--- config.mk ---
export PLATFORM = sky130hd
export DESIGN_NAME = boson_pattern_gen
export DESIGN_NICKNAME = d
export VERILOG_FILES = /design/src/rtl/boson_pkg.sv /design/src/rtl/boson_timing_ctr.sv /design/src/rtl/boson_pattern_gen.sv
export SDC_FILE = /design/constraint.sdc
export NUM_CORES = 1
export LEC_CHECK = 0
export ABC_AREA = 1
export CAP_MARGIN = 20
export CORE_MARGIN = 3
export CORE_UTILIZATION = 46
export DETAILED_ROUTE_END_ITERATION = 7
export GPL_TIMING_DRIVEN = 1
export HOLD_SLACK_MARGIN = 0.06
export PLACE_DENSITY = 0.67
export SLEW_MARGIN = 20
export SYNTH_ARGS = -nofsm -noshare
export SYNTH_HDL_FRONTEND = slang
export SYNTH_SLANG_ARGS = --single-unit
--- constraint.sdc ---
create_clock -name wb_clk -period 6.3 [get_ports wb_clk]
set_input_delay 1.26 -clock wb_clk [delete_from_list [all_inputs] [get_ports wb_clk]]
set_output_delay 1.26 -clock wb_clk [all_outputs]
set_load 0.05 [all_outputs]
--- src/rtl/boson_pkg.sv ---
// Shared definitions for the Boson parallel-video pattern generator.
// Declarations only: adds no logic and no latency.
// No flow control lives here; the generator is free-running while enabled.
package boson_pkg;

   // Runtime pattern selection, sampled once per frame.
   typedef enum logic [1:0] {
      MODE_HRAMP   = 2'd0,
      MODE_VRAMP   = 2'd1,
      MODE_CHECK   = 2'd2,
      MODE_FRAMEID = 2'd3
   } mode_e;

   // Top-level run state.
   typedef enum logic {
      IDLE = 1'b0,
      RUN  = 1'b1
   } state_e;

   // Native Boson 640x512 geometry.
   localparam int BOSON_H_ACTIVE  = 640;
   localparam int BOSON_H_BLANK   = 160;
   localparam int BOSON_HSYNC_LEN = 8;
   localparam int BOSON_V_ACTIVE  = 512;
   localparam int BOSON_V_BLANK   = 20;
   localparam int BOSON_VSYNC_LEN = 2;

   // Electrical level of a sync line given its logical state and polarity.
   function automatic logic sync_level(input logic active, input logic pol);
      return ~(active ^ pol);
   endfunction

endpackage

--- src/rtl/boson_timing_ctr.sv ---
// Horizontal/vertical raster counters with registered sync, valid and coordinate decode.
// Latency: decode outputs lag the counter position by one cycle.
// No backpressure: counters advance every cycle while run is high.
module boson_timing_ctr
   import boson_pkg::*;
#(
   parameter int H_ACTIVE  = BOSON_H_ACTIVE,
   parameter int H_BLANK   = BOSON_H_BLANK,
   parameter int HSYNC_LEN = BOSON_HSYNC_LEN,
   parameter int V_ACTIVE  = BOSON_V_ACTIVE,
   parameter int V_BLANK   = BOSON_V_BLANK,
   parameter int VSYNC_LEN = BOSON_VSYNC_LEN,
   parameter int HW        = $clog2(H_BLANK + H_ACTIVE),
   parameter int VW        = $clog2(V_BLANK + V_ACTIVE)
) (
   input  logic          clk,
   input  logic          rst,
   input  logic          run,
   input  logic          clear,
   output logic [HW-1:0] x,
   output logic [VW-1:0] y,
   output logic          vsync_act,
   output logic          hsync_act,
   output logic          valid,
   output logic          live,
   output logic          frame_last,
   output logic          end_of_frame
);

   localparam logic [HW-1:0] H_LAST    = HW'(H_BLANK + H_ACTIVE - 1);
   localparam logic [VW-1:0] V_LAST    = VW'(V_BLANK + V_ACTIVE - 1);
   localparam logic [HW-1:0] H_BLANK_C = HW'(H_BLANK);
   localparam logic [VW-1:0] V_BLANK_C = VW'(V_BLANK);
   localparam logic [HW-1:0] HSYNC_C   = HW'(HSYNC_LEN);
   localparam logic [VW-1:0] VSYNC_C   = VW'(VSYNC_LEN);

   logic [HW-1:0] h;
   logic [VW-1:0] v;

   // Last raster position of the frame, seen by the FSM in the same cycle.
   assign end_of_frame = run && (h == H_LAST) && (v == V_LAST);

   // Raster position: h sweeps each line, v steps once per line and wraps per frame.
   always_ff @(posedge clk or posedge rst) begin
      if (rst) begin
         h <= '0;
         v <= '0;
      end else if (clear) begin
         h <= '0;
         v <= '0;
      end else if (run) begin
         if (h == H_LAST) begin
            h <= '0;
            v <= (v == V_LAST) ? '0 : v + VW'(1);
         end else begin
            h <= h + HW'(1);
         end
      end
   end

   // Decode stage; every flag is qualified by run so an idle raster reads as inactive.
   always_ff @(posedge clk or posedge rst) begin
      if (rst) begin
         x          <= '0;
         y          <= '0;
         vsync_act  <= 1'b0;
         hsync_act  <= 1'b0;
         valid      <= 1'b0;
         live       <= 1'b0;
         frame_last <= 1'b0;
      end else begin
         x          <= h - H_BLANK_C;
         y          <= v - V_BLANK_C;
         vsync_act  <= run && (v < VSYNC_C);
         hsync_act  <= run && (h < HSYNC_C);
         valid      <= run && (h >= H_BLANK_C) && (v >= V_BLANK_C);
         live       <= run;
         frame_last <= end_of_frame;
      end
   end

endmodule

--- src/rtl/boson_pattern_gen.sv ---
// Boson 16-bit parallel video source: raster timing, four test patterns, frame counter.
// Latency: first vsync appears two edges after enable is sampled; outputs are registered.
// No backpressure: once started, a frame always runs to completion at one pixel per clock.
module boson_pattern_gen
   import boson_pkg::*;
#(
   parameter int DATA_W     = 16,
   parameter int H_ACTIVE   = BOSON_H_ACTIVE,
   parameter int H_BLANK    = BOSON_H_BLANK,
   parameter int HSYNC_LEN  = BOSON_HSYNC_LEN,
   parameter int V_ACTIVE   = BOSON_V_ACTIVE,
   parameter int V_BLANK    = BOSON_V_BLANK,
   parameter int VSYNC_LEN  = BOSON_VSYNC_LEN,
   parameter int SYNC_POL   = 1,
   parameter int CHECK_LOG2 = 3,
   parameter int FCNT_W     = 16
) (
   input  logic              wb_clk,
   input  logic              wb_rst,
   input  logic              enable,
   input  logic [1:0]        mode,
   output logic [DATA_W-1:0] cmos_dq,
   output logic              cmos_vsync,
   output logic              cmos_hsync,
   output logic              cmos_valid,
   output logic              frame_done,
   output logic [FCNT_W-1:0] frame_count,
   output logic              busy
);

   localparam int HW = $clog2(H_BLANK + H_ACTIVE);
   localparam int VW = $clog2(V_BLANK + V_ACTIVE);
   localparam logic POL = (SYNC_POL != 0);

   // Select the checker bit of each coordinate; a square wider than the raster
   // shifts the mask out entirely and the bit simply reads as zero.
   localparam logic [HW-1:0] X_CHK_MASK = HW'(1) << CHECK_LOG2;
   localparam logic [VW-1:0] Y_CHK_MASK = VW'(1) << CHECK_LOG2;

   state_e state;
   state_e state_nx;
   mode_e  mode_cur;
   mode_e  mode_pipe;
   logic   run;
   logic   clear;
   logic   mode_load;
   logic   eof;

   logic [HW-1:0] x;
   logic [VW-1:0] y;
   logic          vs_act;
   logic          hs_act;
   logic          vld;
   logic          live;
   logic          flast;

   logic              chk_x;
   logic              chk_y;
   logic [DATA_W-1:0] pattern;

   assign clear = (state == IDLE);

   boson_timing_ctr #(
      .H_ACTIVE  (H_ACTIVE),
      .H_BLANK   (H_BLANK),
      .HSYNC_LEN (HSYNC_LEN),
      .V_ACTIVE  (V_ACTIVE),
      .V_BLANK   (V_BLANK),
      .VSYNC_LEN (VSYNC_LEN),
      .HW        (HW),
      .VW        (VW)
   ) u_timing (
      .clk          (wb_clk),
      .rst          (wb_rst),
      .run          (run),
      .clear        (clear),
      .x            (x),
      .y            (y),
      .vsync_act    (vs_act),
      .hsync_act    (hs_act),
      .valid        (vld),
      .live         (live),
      .frame_last   (flast),
      .end_of_frame (eof)
   );

   // Run control: start on enable, decide continue/stop only at the last cycle of a frame.
   always_comb begin
      state_nx  = state;
      run       = 1'b0;
      mode_load = 1'b0;
      case (state)
         IDLE: begin
            if (enable) begin
               state_nx  = RUN;
               mode_load = 1'b1;
            end
         end
         RUN: begin
            run = 1'b1;
            if (eof) begin
               if (enable) begin
                  mode_load = 1'b1;
               end else begin
                  state_nx = IDLE;
               end
            end
         end
         default: state_nx = IDLE;
      endcase
   end

   // State and per-frame mode; mode_pipe realigns the mode with the decode stage so the
   // last pixel of a frame is still rendered with that frame's mode.
   always_ff @(posedge wb_clk or posedge wb_rst) begin
      if (wb_rst) begin
         state     <= IDLE;
         mode_cur  <= MODE_HRAMP;
         mode_pipe <= MODE_HRAMP;
      end else begin
         state     <= state_nx;
         mode_pipe <= mode_cur;
         if (mode_load) begin
            mode_cur <= mode_e'(mode);
         end
      end
   end

   assign chk_x = |(x & X_CHK_MASK);
   assign chk_y = |(y & Y_CHK_MASK);

   // Pattern mux; frame_count here still holds the index of the frame being drawn.
   always_comb begin
      pattern = '0;
      case (mode_pipe)
         MODE_HRAMP:   pattern = DATA_W'(x);
         MODE_VRAMP:   pattern = DATA_W'(y);
         MODE_CHECK:   pattern = {DATA_W{chk_x ^ chk_y}};
         MODE_FRAMEID: pattern = DATA_W'(frame_count);
         default:      pattern = '0;
      endcase
   end

   // Output registers; the frame counter steps on the edge that shows the last pixel.
   always_ff @(posedge wb_clk or posedge wb_rst) begin
      if (wb_rst) begin
         cmos_dq     <= '0;
         cmos_vsync  <= ~POL;
         cmos_hsync  <= ~POL;
         cmos_valid  <= 1'b0;
         frame_done  <= 1'b0;
         frame_count <= '0;
         busy        <= 1'b0;
      end else begin
         cmos_dq     <= vld ? pattern : '0;
         cmos_vsync  <= sync_level(vs_act, POL);
         cmos_hsync  <= sync_level(hs_act, POL);
         cmos_valid  <= vld;
         frame_done  <= flast;
         busy        <= live;
         if (flast) begin
            frame_count <= frame_count + FCNT_W'(1);
         end
      end
   end

endmodule

# After elaboration in Yosys (flattened, before gate mapping)
# Index checks and enable logic that the tools add are counted.
# word_totals
reg_bits,87
out_inout_bits,37
# classes
addsub,5
magnitude_cmp,4
n_eq_ne,7
muxes,15
bitwise_logic,2
n_reduce_logical,8
# ops
cell,n
$mux 10,7
$pmux 16 s4,1
$add 10x1->10 const B,2
$eq 10x10->1 const B,2
$add 16x1->16 const B,1
$mux 16,1
$ge 10x5->1 const B,1
$ge 10x8->1 const B,1
$lt 10x2->1 const B,1
$lt 10x4->1 const B,1
$sub 10x5->10 const B,1
$sub 10x8->10 const B,1
$logic_and 1x1->1,6
$eq 2x2->1 const B,2
$mux 1,4
$ne 2x1->1 const B,2
$pmux 1 s2,2
$eq 2x1->1 const B,1
$logic_not 2->1,1
$reduce_and 2->1,1
$not 1->1,1
$xor 1x1->1,1

# Logic depth before layout (Yosys ltp)
# depth
ltp_word,5
depth_mapped,9
depth_no_buf,9

# Cells and area by module
# From an unflattened synthesis, not the netlist that was laid out.
# unflattened
hier_cells,454
area_unflattened_um2,4082.7
# by_module_without_submodules
module,n_inst,cells_each,area_per_inst_um2,seq_area_each_um2
boson_timing_ctr,1,246,2195.9,1126.1
boson_pattern_gen,1,208,1886.8,1051.0

# Worst setup path after synthesis
# OpenSTA, ideal clock, no wires.
# synth_timing
kind,reg-to-output
from,reg frame_count[9]
to,out frame_count[9]
t_arrival_ns,0.671
required_time_ns,5.040
setup_slack_ns,4.369
stages_incl_launch_ff,1
path_cell_list,dfrtp_1
# synth_rtl
item,line,text
from (decl),boson_pattern_gen.sv:27,"output logic [FCNT_W-1:0] frame_count,"
from (signal assigned),boson_pattern_gen.sv:162,frame_count <= frame_count + FCNT_W'(1);
# No word-level cell between the ends.

# Worst setup path after layout
# layout_timing
from,reg frame_count[9]
to,out frame_count[9]
# No word-level cell between the ends.

==> impl_table.tex <==
\begin{tabular}{lr}
\hline
Metric & Value \\
\hline
\multicolumn{2}{l}{\textbf{Placement}} \\
DP Wirelength & between 5000 and 6000 um \\
Last weighted congestion value of the routability-driven placer & between 0.8 and 0.9 \\
Buffers added on ports & 41 \\
Number of placed cells counting well taps & 530 \\
Pre-CTS setup slack & $\sim$3600 ps \\
\multicolumn{2}{l}{\textbf{Critical path}} \\
Buffer and inverter count on the worst path & 1 \\
Arrival @ worst endpoint & approximately 1700 ps \\
Type of element launching the critical path & register \\
Worst path required time & just over 5000 ps \\
Cell with the biggest individual delay on the critical path & sky130\_fd\_sc\_hd\_\_clkdlybuf4s50\_1 \\
Crit Path Class & reg -> out \\
Category of the worst setup path capture point & output pin \\
Startpoint of the most critical setup path & frame\_count[9]\$\_DFFE\_PP0P\_ \\
Cell family with the largest share of critical-path delay & buffers and inverters \\
CP max FO & 6 \\
Stage delay of the slowest cell on the critical path & around 840 ps \\
Reg2Reg Launch Point & u\_timing.h[0]\$\_DFF\_PP0\_ \\
List of cells traversed by the critical path & clkdlybuf4s50\_1 \\
\multicolumn{2}{l}{\textbf{Clock network}} \\
Total of cells resized after clock tree synthesis & 0 \\
CTS buffer count & 9 \\
Setup Fix Bufs, Post-CTS & 0 \\
Insertion delay of the later-clocked pin in the worst-skew pair & $\sim$350 ps \\
Hold buffer count at CTS & 0 \\
TritonCTS clock tree & built \\
Cell at the root of the clock tree & sky130\_fd\_sc\_hd\_\_clkbuf\_8 \\
Number of clock sinks & a little under 90 \\
Clock-pin slew of the registers on the worst-case setup and hold paths & approximately 80 ps \\
Worst-case clock buffer depth & 2 \\
Level count of the clock H-tree & 3 \\
\multicolumn{2}{l}{\textbf{Global route}} \\
Number of global-route vias before repair & roughly 2600 \\
GRT Total Usage & roughly 17\% \\
Number of antenna violations at the first check in global routing & 0 \\
GR Util met3 & under 10\% \\
Met2 usage & approximately 27\% \\
Grt peak-use layer & met2 \\
Residual overflow from global routing & 0 \\
Wire length of the first global-routing pass & $\sim$13000 um \\
Global routing usage on met1 & roughly 22\% \\
Largest net degree at the start of global routing & 87 \\
\multicolumn{2}{l}{\textbf{Die}} \\
Starting Density & 48.2\% \\
DIE AREA & just over 0.009 mm2 \\
Horizontal die dimension & $\sim$97 um \\
Placeable Area & 0.00785 mm2 \\
Die Y-Extent & between 90 and 100 um \\
IO Pins & 42 \\
Number of standard-cell rows in the floorplan & 32 \\
\multicolumn{2}{l}{\textbf{STA}} \\
Least setup slack across all paths after layout & $\sim$3400 ps \\
Shortest clock period the worst path allows after layout & $\sim$2900 ps \\
Count of final hold-check violations & 0 \\
Final clock period utilization by the worst path & between 40\% and 50\% \\
Number of setup violations in the final report & 0 \\
Count of pins over their slew limit & 0 \\
Sum of negative setup slack & 0 ps \\
Worst-margin pin slew & roughly 750 ps \\
Setup repair after global routing missed its margin & false \\
Slew headroom & between 40\% and 50\% \\
Setup skew after layout & about 7.1 ps \\
Max Clk Rate & $\sim$340 MHz \\
\multicolumn{2}{l}{\textbf{Min path}} \\
Worst Hold Class & reg -> reg \\
Launch instance of the worst min-delay path & u\_timing.vsync\_act\$\_DFF\_PP0\_ \\
\multicolumn{2}{l}{\textbf{Final layout}} \\
Filler Cell Count & a little over 700 \\
Antenna diode instance count & 0 \\
Area overhead of the layout relative to synthesis & 17.5\% \\
Final layout net count & about 450 \\
Share of layout cells above drive strength 1 & 6.53\% \\
Final non-filler cell total & roughly 550 \\
\multicolumn{2}{l}{\textbf{Drt}} \\
Average wire length per cell after detail routing & $\sim$14 um \\
Total Routed Length & between 7000 and 8000 um \\
DRC viols & 0 \\
Count of vias placed by the detailed router & roughly 2800 \\
First drt pass iteration count & 4 \\
Iteration-0 DRC Markers & 159 \\
Per-cell via count in the routed design & slightly above 5 \\
Post-route ant nets & 0 \\
\multicolumn{2}{l}{\textbf{Power}} \\
Power Total & a little over 0.9 mW \\
VDD IR max & 0.0960 mV \\
Standby leakage power & 2.01 nW \\
Total power density per cell area & just over 200 mW/mm2 \\
\multicolumn{2}{l}{\textbf{Synthesis}} \\
\#FFs+latches synth & 87 \\
Post-Syn Nets & a little over 400 \\
Yosys cell types & 30 \\
Sequential area share after synthesis & roughly 58\% \\
Cell area after technology mapping & between 0.003 and 0.004 mm2 \\
Post-Synthesis Cells & 395 \\
Synth warnings & 0 \\
Avg Inst Size Synth & approximately 9.6 um2 \\
\multicolumn{2}{l}{\textbf{Status}} \\
Run status & finished clean \\
\multicolumn{2}{l}{\textbf{Run}} \\
Maximum capacitance violations & 0 \\
\hline
\end{tabular}
## layout by cell type, fill, tap and decap left out, types with 2 or more instances in the layout
cell type	Yosys	final
sky130_fd_sc_hd__nand2_2	3	3
sky130_fd_sc_hd__clkinv_2	0	3
sky130_fd_sc_hd__nand2_1	99	99
sky130_fd_sc_hd__o22ai_1	4	4
sky130_fd_sc_hd__nor2_1	32	32
sky130_fd_sc_hd__dfrtp_1	87	87
sky130_fd_sc_hd__nand4_1	12	12
sky130_fd_sc_hd__inv_1	43	42
sky130_fd_sc_hd__nor4_1	2	2
sky130_fd_sc_hd__a41oi_1	10	10
sky130_fd_sc_hd__o21ai_0	7	7
sky130_fd_sc_hd__clkinvlp_4	0	2
sky130_fd_sc_hd__xor2_1	18	18
sky130_fd_sc_hd__xnor2_1	8	8
sky130_fd_sc_hd__clkbuf_1	1	2
sky130_fd_sc_hd__nor3_1	10	10
sky130_fd_sc_hd__ha_1	9	9
sky130_fd_sc_hd__clkbuf_8	0	9
sky130_fd_sc_hd__nand3_1	16	16
sky130_fd_sc_hd__o21ai_2	2	2
sky130_fd_sc_hd__nor2_4	2	2
sky130_fd_sc_hd__clkdlybuf4s50_1	0	41
sky130_fd_sc_hd__a21oi_1	14	14
## cells by family after synthesis
logic type | synth area share (%)
XOR/XNOR | 6.01
AND/OR/NAND/NOR | 21.1
flip-flops | 57.5
adder cells (fa/ha/maj) | 2.97
AO/OA/AOI/OAI | 6.64
buffers and inverters | 5.75
## power breakdown
group | switching, mW | internal (mW)
Combinational | 0.0109 | 0.00288
Clock | 0.193 | 0.144
Sequential | 0 | 0.558
## metrics by stage
| stage | area [um2] | util [%] | hold WS, ps |
|---|---|---|---|
| 5_1_grt | 4450 | 56.7 | 364 |
| 2_1_floorplan | 3790 | - | 331 |
| 6_report | 4450 | 56.7 | 354 |
| 4_1_cts | 4450 | 56.6 | 356 |
| 3_3_place_gp | 4280 | 54.5 | 332 |
| 3_5_place_dp | 4280 | 54.5 | 341 |
## final timing paths
path / end / slack, ps / cells after the start
max: frame_count[9] / 3390 / 1
min: cmos_vsync$_DFF_PP0_ / 350 / 0
max reg2reg: u_timing.h[8]$_DFF_PP0_ / 4530 / 8
min reg2reg: cmos_vsync$_DFF_PP0_ / 350 / 0
max in group asynchronous: cmos_dq[6]$_DFF_PP0_ / 4340 / 3
min in group asynchronous: frame_done$_DFF_PP0_ / 1070 / 2
## flip-flops by register name, summed over array words and instances, names as in the netlist, 2 cells and up
name	count
frame_count	16
u_timing.h	10
mode_pipe	2
u_timing.v	10
u_timing.x	10
mode_cur	2
cmos_dq	16
u_timing.y	10
## metal layers
| layer | part of all wire, % | up-vias |
|---|---|---|
| met5 | 0 | - |
| met4 | 2.0 | 0 |
| met3 | 4.1 | 9 |
| met2 | 49 | 58 |
| met1 | 45 | 1335 |
| li1 | - | 1361 |
## final cells by class
class	instances	area (um2)	area share, %
Tap cell	102	128	2.87
Timing Repair Buffer	42	422	9.48
Sequential cell	87	2180	48.9
Clock buffer	11	131	2.95
Clock inverter	5	33.8	0.759
Inverter	44	166	3.74
Multi-Input combinational cell	255	1390	31.3
## cell usage after synthesis
cell type	n	share of area, %
sky130_fd_sc_hd__buf_2	6	0.79
sky130_fd_sc_hd__ha_1	9	3.0
sky130_fd_sc_hd__nand4_1	12	2.0
sky130_fd_sc_hd__nor2_4	2	0.59
sky130_fd_sc_hd__o21ai_1	1	0.13
sky130_fd_sc_hd__nand2_1	99	9.8
sky130_fd_sc_hd__buf_4	1	0.20
sky130_fd_sc_hd__xor2_1	18	4.2
sky130_fd_sc_hd__o21bai_2	1	0.30
sky130_fd_sc_hd__nand2_4	1	0.30
sky130_fd_sc_hd__dfrtp_1	87	58
sky130_fd_sc_hd__buf_6	1	0.30
sky130_fd_sc_hd__xnor2_1	8	1.9
sky130_fd_sc_hd__or2_2	1	0.17
sky130_fd_sc_hd__o22ai_1	4	0.66
sky130_fd_sc_hd__inv_2	1	0.099
sky130_fd_sc_hd__nor3b_1	1	0.20
sky130_fd_sc_hd__nor4_1	2	0.33
sky130_fd_sc_hd__a41oi_1	10	2.3
sky130_fd_sc_hd__nand3_4	1	0.46
sky130_fd_sc_hd__a21oi_1	14	1.9
sky130_fd_sc_hd__nor2_2	1	0.17
sky130_fd_sc_hd__nand2_2	3	0.50
sky130_fd_sc_hd__nand3_1	16	2.1
sky130_fd_sc_hd__nor2_1	32	3.2
sky130_fd_sc_hd__inv_1	43	4.3
sky130_fd_sc_hd__nor3_1	10	1.3
sky130_fd_sc_hd__clkbuf_1	1	0.099
sky130_fd_sc_hd__o21ai_0	7	0.93
sky130_fd_sc_hd__o21ai_2	2	0.46
No activity file was read; power rests on OpenSTA's default activity.
